`src/rtl/alu_issue_scheduler.sv`:
```
// Round-robin issue scheduler for the shared integer ALU: grants one requester
// per issue, times short and long ops, and holds the tagged result for the CDB.
module alu_issue_scheduler #(
    parameter int NUM_REQ  = 4,
    parameter int TAG_W    = 6,
    parameter int LONG_LAT = 8,
    localparam int IDX_W   = $clog2(NUM_REQ),
    localparam int CNT_W   = $clog2(LONG_LAT)
) (
    input  logic                     clk,
    input  logic                     reset,
    input  logic [NUM_REQ-1:0]       req_valid,
    input  logic [NUM_REQ-1:0]       req_long,
    input  logic [NUM_REQ*TAG_W-1:0] req_tag,
    input  logic                     flush,
    output logic [NUM_REQ-1:0]       grant,
    output logic                     issue_valid,
    output logic [IDX_W-1:0]         issue_idx,
    output logic                     res_valid,
    output logic [TAG_W-1:0]         res_tag,
    input  logic                     res_ready,
    output logic                     busy
);

    typedef enum logic [1:0] {
        IDLE   = 2'd0,
        EXEC   = 2'd1,
        RESULT = 2'd2
    } state_t;

    state_t             state_q;
    logic [CNT_W-1:0]   cnt_q;
    logic [IDX_W-1:0]   rr_ptr_q;
    logic [IDX_W-1:0]   rr_ptr_d;
    logic [TAG_W-1:0]   res_tag_q;
    logic               res_valid_q;
    logic               busy_q;
    logic               can_issue;
    logic               issue_long;
    logic [TAG_W-1:0]   issue_tag;

    // A free slot exists when idle, or when the held result leaves this cycle.
    always_comb begin
        can_issue   = !reset && !flush &&
                      (state_q == IDLE || (state_q == RESULT && res_ready));
        grant       = '0;
        issue_valid = 1'b0;
        issue_idx   = '0;
        if (can_issue) begin
            for (int k = 0; k < NUM_REQ; k++) begin
                if (!issue_valid && req_valid[(int'(rr_ptr_q) + k) % NUM_REQ]) begin
                    issue_valid = 1'b1;
                    issue_idx   = IDX_W'((int'(rr_ptr_q) + k) % NUM_REQ);
                end
            end
        end
        if (issue_valid) begin
            grant[issue_idx] = 1'b1;
        end
    end

    assign issue_long = req_long[issue_idx];
    assign issue_tag  = req_tag[issue_idx*TAG_W +: TAG_W];
    assign rr_ptr_d   = (issue_idx == IDX_W'(NUM_REQ-1)) ? '0 : issue_idx + 1'b1;

    always_ff @(posedge clk or posedge reset) begin
        if (reset) begin
            state_q     <= IDLE;
            cnt_q       <= '0;
            rr_ptr_q    <= '0;
            res_tag_q   <= '0;
            res_valid_q <= 1'b0;
            busy_q      <= 1'b0;
        end else if (flush) begin
            // The round-robin pointer survives a flush so fairness is preserved.
            state_q     <= IDLE;
            cnt_q       <= '0;
            res_valid_q <= 1'b0;
            busy_q      <= 1'b0;
        end else if (issue_valid) begin
            rr_ptr_q  <= rr_ptr_d;
            res_tag_q <= issue_tag;
            busy_q    <= 1'b1;
            if (issue_long) begin
                state_q     <= EXEC;
                cnt_q       <= CNT_W'(LONG_LAT-1);
                res_valid_q <= 1'b0;
            end else begin
                state_q     <= RESULT;
                res_valid_q <= 1'b1;
            end
        end else begin
            case (state_q)
                EXEC: begin
                    cnt_q <= cnt_q - 1'b1;
                    if (cnt_q == CNT_W'(1)) begin
                        state_q     <= RESULT;
                        res_valid_q <= 1'b1;
                    end
                end
                RESULT: begin
                    if (res_ready) begin
                        state_q     <= IDLE;
                        res_valid_q <= 1'b0;
                        busy_q      <= 1'b0;
                    end
                end
                default: ;
            endcase
        end
    end

    assign res_valid = res_valid_q;
    assign res_tag   = res_tag_q;
    assign busy      = busy_q;

endmodule
```
`config.mk`:
```
export PLATFORM = sky130hd
export DESIGN_NAME = alu_issue_scheduler
export DESIGN_NICKNAME = d
export VERILOG_FILES = /design/src/rtl/alu_issue_scheduler.sv
export SDC_FILE = /design/constraint.sdc
export NUM_CORES = 1
export LEC_CHECK = 0
export BUFFER_PORTS_ARGS = -buffer_cell sky130_fd_sc_hd__buf_2
export CORE_MARGIN = 2
export CORE_UTILIZATION = 50
export DETAILED_ROUTE_END_ITERATION = 10
export GPL_ROUTABILITY_DRIVEN = 0
export HOLD_SLACK_MARGIN = 0.06
export PLACE_DENSITY = 0.89
export SLEW_MARGIN = 20
export SYNTH_ARGS = -nofsm -noshare
export SYNTH_HDL_FRONTEND = slang
export SYNTH_SLANG_ARGS = --single-unit
```
`constraint.sdc`:
```
create_clock -name clk -period 3.6 [get_ports clk]
set_input_delay 0.54 -clock clk [delete_from_list [all_inputs] [get_ports clk]]
set_output_delay 0.54 -clock clk [all_outputs]
set_load 0.03 [all_outputs]
```
* Word-level counts from Yosys, hierarchy flattened
Cells that the tools add are included.
W data, S select, Z words.
** Storage, ports and cells
- Register bits after elaboration :: 15
- Input bits :: 36
- Output and inout bits :: 15
** Cells by class
- Bitwise gates (word level) :: 4
- Multipliers :: 1
- Order comparisons :: 6
- Multiplexer cells :: 49
- Equality and inequality tests :: 7
- Shift operators :: 1
- $add $sub $neg :: 5
- Reductions and logical operators :: 25
** Operator list (count)
- $mux W1 :: 25
- $shiftx A24 B6 Y6 :: 1
- $mux W2 :: 11
- $lt A3 B4 Y1 const B :: 3
- $mux W3 :: 4
- $bmux W1 S2 :: 5
- $reduce_bool A3 Y1 :: 3
- $ne A4 B4 Y1 const B :: 2
- $logic_and A1 B1 Y1 :: 7
- $lt A2 B3 Y1 const B :: 2
- $reduce_and A2 Y1 :: 3
- $reduce_or A2 Y1 :: 3
- $logic_not A1 Y1 :: 5
- $add A2 B1 Y2 const B :: 2
- $add A2 B2 Y2 const B :: 2
- $eq A2 B2 Y1 const B :: 2
- $mul A2 B2 Y4 const B :: 1
- $mux W4 :: 1
- $pmux W2 S2 :: 1
- $reduce_bool A4 Y1 :: 1
- $and A1 B1 Y1 const A :: 3
- $eq A3 B1 Y1 const B :: 1
- $ne A3 B2 Y1 const B :: 1
- $reduce_and A3 Y1 :: 1
- other kinds (8) :: 8

* Logic depth before layout (Yosys ltp)
- Word-level depth :: 22
- Gate-level depth with buffers :: 9
- Depth with buffers taken out :: 8

* Worst setup path before layout
Ideal clock, no wire load.
- Kind :: flip-flop to output port
- From :: reg state_q[1]
- To :: out grant[0]
- Setup slack :: 452 ps
- Arrival :: 2608 ps
- Stages on the path, launching flop included :: 9
- Data required time :: 3060 ps
- Buffers on the path :: 1
- Cells stage by stage :: dfrtp_1 > ha_1 > a21oi_1 > or4_4 > clkbuf_1 > nor2_1 > inv_1 > ha_1 > and2_1
** On the way
- Cells in the longest elaborated chain, start to end :: 10
- Elaborated cells between the ends (all ways) :: 13
** Ends and longest elaborated chain
- start: declaration :: RTL line 31 : state_t state_q;
- start signal: assignment :: RTL line 68 : state_q <= IDLE;
- start signal: assignment :: RTL line 76 : state_q <= IDLE;
- start signal: assignment :: RTL line 85 : state_q <= EXEC;
- $eq A2 B2 Y1 :: RTL line 45 : (state_q == IDLE || (state_q == RESULT && res_ready));
- $logic_and A1 B1 Y1 :: RTL line 45
- $logic_or A1 B1 Y1 (*) :: RTL line 45
- $logic_and A1 B1 Y1 (*) :: RTL line 44 : can_issue = !reset && !flush &&
- $mux W2 (*) :: RTL line 49 : if (can_issue) begin
- net issue_idx[1] :: RTL line 18 : output logic [IDX_W-1:0] issue_idx,
- $lt A2 B3 Y1 (implied by the code) / $ge A2 B1 Y1 (equally long branches) :: RTL line 58 : grant[issue_idx] = 1'b1;
- $logic_and A1 B1 Y1 (implied by the code) :: RTL line 58
- $mux W1 (implied by the code) :: RTL line 58
- $demux W1 S2 (*) :: RTL line 58
- $mux W4 (*) :: RTL line 57 : if (issue_valid) begin
- end: declaration :: RTL line 16 : output logic [NUM_REQ-1:0] grant,
The timed path passes the listed nets; every way through them passes the cells marked *.

* Final worst setup path
- From :: reg state_q[0]
- To :: out grant[2]
** On the way
- Cells in the longest elaborated chain, start to end :: 10
- Elaborated cells between the ends (all ways) :: 13
** Ends and longest elaborated chain (RTL line)
- $eq A2 B2 Y1 :: 45
- $logic_and A1 B1 Y1 :: 45
- $logic_or A1 B1 Y1 (*) :: 45
- $logic_and A1 B1 Y1 (*) :: 44
- $mux W2 :: 49
- $lt A2 B3 Y1 (implied by the code) / $ge A2 B1 Y1 (equally long branches) :: 58
- $logic_and A1 B1 Y1 (implied by the code) :: 58
- $mux W1 (implied by the code) :: 58
- $demux W1 S2 :: 58
- $mux W4 (*) :: 57
Mark *: on every way between the ends. The rest lies on a longest branch, timed or not.

==> results.yml <==
run_status:
  outcome: "finished clean"
floorplan:
  die-area_um2: 2585
  rows: 16
  start_util_pct: 54.27
  dieHeight_um: 50.85
  die_x_um: 50.85
  io_pins: 51
  core_area_um2: 2022
global_route:
  track_usage_pct: 23.49
  antenna_found_initial: 0
  grt_start_max_net_pins: 15
  first_global_vias: 1056
  grt_overflow: 0
  grt_pass1_wl_um: 4526
placement:
  io_buffers: 50
  dpl_cell_area_um2: 1363
  hpwl_um: 2209
  pre_cts_ws_ns: 0.7386
  dp.cells: 196
sta:
  holdWs_ns: 0.2941
  tightest_slew_ns: 0.5399
  hold_violations: 0
  fin_skew_ns: 0.003373
  layout_min_cycle_time_ns: 3.192
  setup_viol: 0
  fin_crit_sh_pct: 88.67
  fmax_mhz: 313.3
  finalWorstSetupSlack_ns: 0.4079
  tns_ns: 0
  grt_setup_unrepaired: "no"
  drv_slew: 0
  maxSlewHeadroom_pct: 63.96
setup_path:
  start_kind: "flop"
  timing.rr.end: "state_q[1]"
  path_max_fanout: 12
  critPathCaptureType: "output port"
  cp.arrival_ns: 2.65
  ff2ff_path_depth: 8
  path_class: "reg2out"
  r2r_start: "state_q[0]"
  r2r_slack_ns: 1.32
  required_ns: 3.06
flow_run:
  drv_cap: 0
worst_hold_path:
  min-delay-path-class: "in2async"
synthesis:
  syn_area_um2: 1097
  ys_ff_latch: 14
  ys_types: 34
  syn-num-nets: 167
  syn_inst: 122
  synth-edff-count: 0
  avgSynthCellArea_um2: 8.994
  synth_top_area_cell: "dfrtp_1"
  synth-main-ff-cell: "dfrtp_1"
  yosysMostFrequentCell: "nand2_1"
  synth.top_cell.area_share_pct: 31.93
  seq_area_frac_synth_pct: 31.93
  yosysWarnings: 0
  synthTopCellsByArea: "dfrtp_1 32%, mux2i_1 12%, ha_1 10%, nand2_1 5.1%, o221ai_1 4.8%"
  synth_common_cells: "15 x nand2_1, 14 x dfrtp_1, 13 x mux2i_1, 9 x ha_1, 8 x nor2_1"
  async_reset_ff_share_pct: 100.0
power_and_ir_drop:
  combPwrFrac_pct: 57.1
  pwr-share-clk_pct: 12.9
  total_power_mw: 0.8899
  intPower_mw: 0.4732
  power_switching_share_pct: 46.82
  p_sw_mw: 0.4167
  vdd_drop_max_v: 0.0004784
  leakage_nw: 0.7565
  p_seq_share_pct: 30.0
  power_density_nw_per_um2: 636.2
detailed_routing:
  viasPerCell: 5.550
  antenna_left: 0
  dr.pass1.iters: 4
  vias: 1110
  drt_iter0_drc: 21
  drc: 0
  wl_per_cell_um: 13.99
  wirelength_um: 2798
clocking:
  ctsResizeCount: 0
  cts_tree: "yes"
  hold_buffers: 0
  cts_root_buffer: "clkbuf_4"
  worstSkewPairLatency_ns: 0.29
  cts.sinks: 14
  clk_pin_slew_worst_paths_ns: 0.08
  cts_setup_buffers: 0
  clock_path_buffers: 2
  cts_buffers: 3
  h-tree-depth: 1
cells_and_area:
  fin_util_pct: 69.18
  design_area_um2: 1399
  diodes: 0
  syn2layout_area_growth_pct: 27.48
  fin_nets: 219
  drive_gt1_share_pct: 36.42
  fin_cells: 200
## cell families after synthesis
kind of cell | synth area share, %
AOI/OAI and AO/OA | 19.50
adders and majority gates | 10.26
buffers and inverters | 4.789
DFF | 31.93
muxes | 11.86
and+or+nand+nor | 21.67
## worst max-delay path by stage
stage / depth (start not counted) / slack (ns) / endpoint / from
after floorplan: 8 / 0.45 / grant[0] / state_q[1]
after global routing: 9 / 0.31 / grant[0] / state_q[0]
final: 9 / 0.41 / grant[2] / state_q[0]
after detailed placement: 9 / 0.74 / grant[2] / state_q[0]
after global placement: 8 / 0.81 / grant[2] / res_ready
after CTS: 9 / 0.41 / grant[2] / state_q[0]
## critical path, cell delays in order, from the launching register on
cell	delay [ns]
dfrtp_1	0.41
inv_1	0.09
ha_1	0.18
a21oi_1	0.10
or4_4	0.61
nor2_2	0.29
inv_2	0.16
ha_1	0.23
and2_1	0.13
buf_2	0.17
## state kept, by name (all words and copies together) (netlist names)
name,count
cnt_q,3
state_q,2
rr_ptr_q,2
res_tag,6
busy,1
## per-layer routing
metal / share of wire (%) / vias up / track usage [%]
met5: 0 / - / 0
met4: 2.0 / 0 / 10.36
met3: 8.3 / 5 / 3.216
met2: 50 / 70 / 42.32
met1: 39 / 499 / 27.74
li1: - / 536 / -
## power by group through the flow
stage	clock, mW	combinational, mW	sequential (mW)
floorplan	0	0.307	0.337
global placement	0	0.483	0.265
detailed placement	0	0.510	0.267
CTS	0.117	0.510	0.266
global route	0.123	0.556	0.275
finish	0.114	0.508	0.267
## final cells by class
class | count | area [um2]
multi-input cells | 96 | 694.4
clock buffers | 4 | 36.28
repair buffers | 50 | 250.2
flip-flops and latches | 14 | 350.3
fillers | 170 | 623.1
well taps | 27 | 33.78
inverters | 9 | 33.78
## cell usage in the layout, fill, tap and decap left out, types with 2 or more instances in the layout
master,netlist,layout
ha_1,9,9
nor2_1,8,8
a21oi_1,4,4
nand3_1,2,2
o211ai_1,3,3
mux2i_1,13,13
inv_1,7,7
inv_2,2,2
nor2b_1,5,5
dfrtp_1,14,14
clkbuf_4,0,3
nand2_2,2,2
o221ai_1,6,6
nor4_1,2,2
o21bai_1,2,2
buf_2,0,50
a211oi_1,2,2
a21boi_0,2,2
and2_1,5,5
nand2_1,15,15
o21ai_0,3,3
Note: power is estimated with default switching activity, not from simulation.
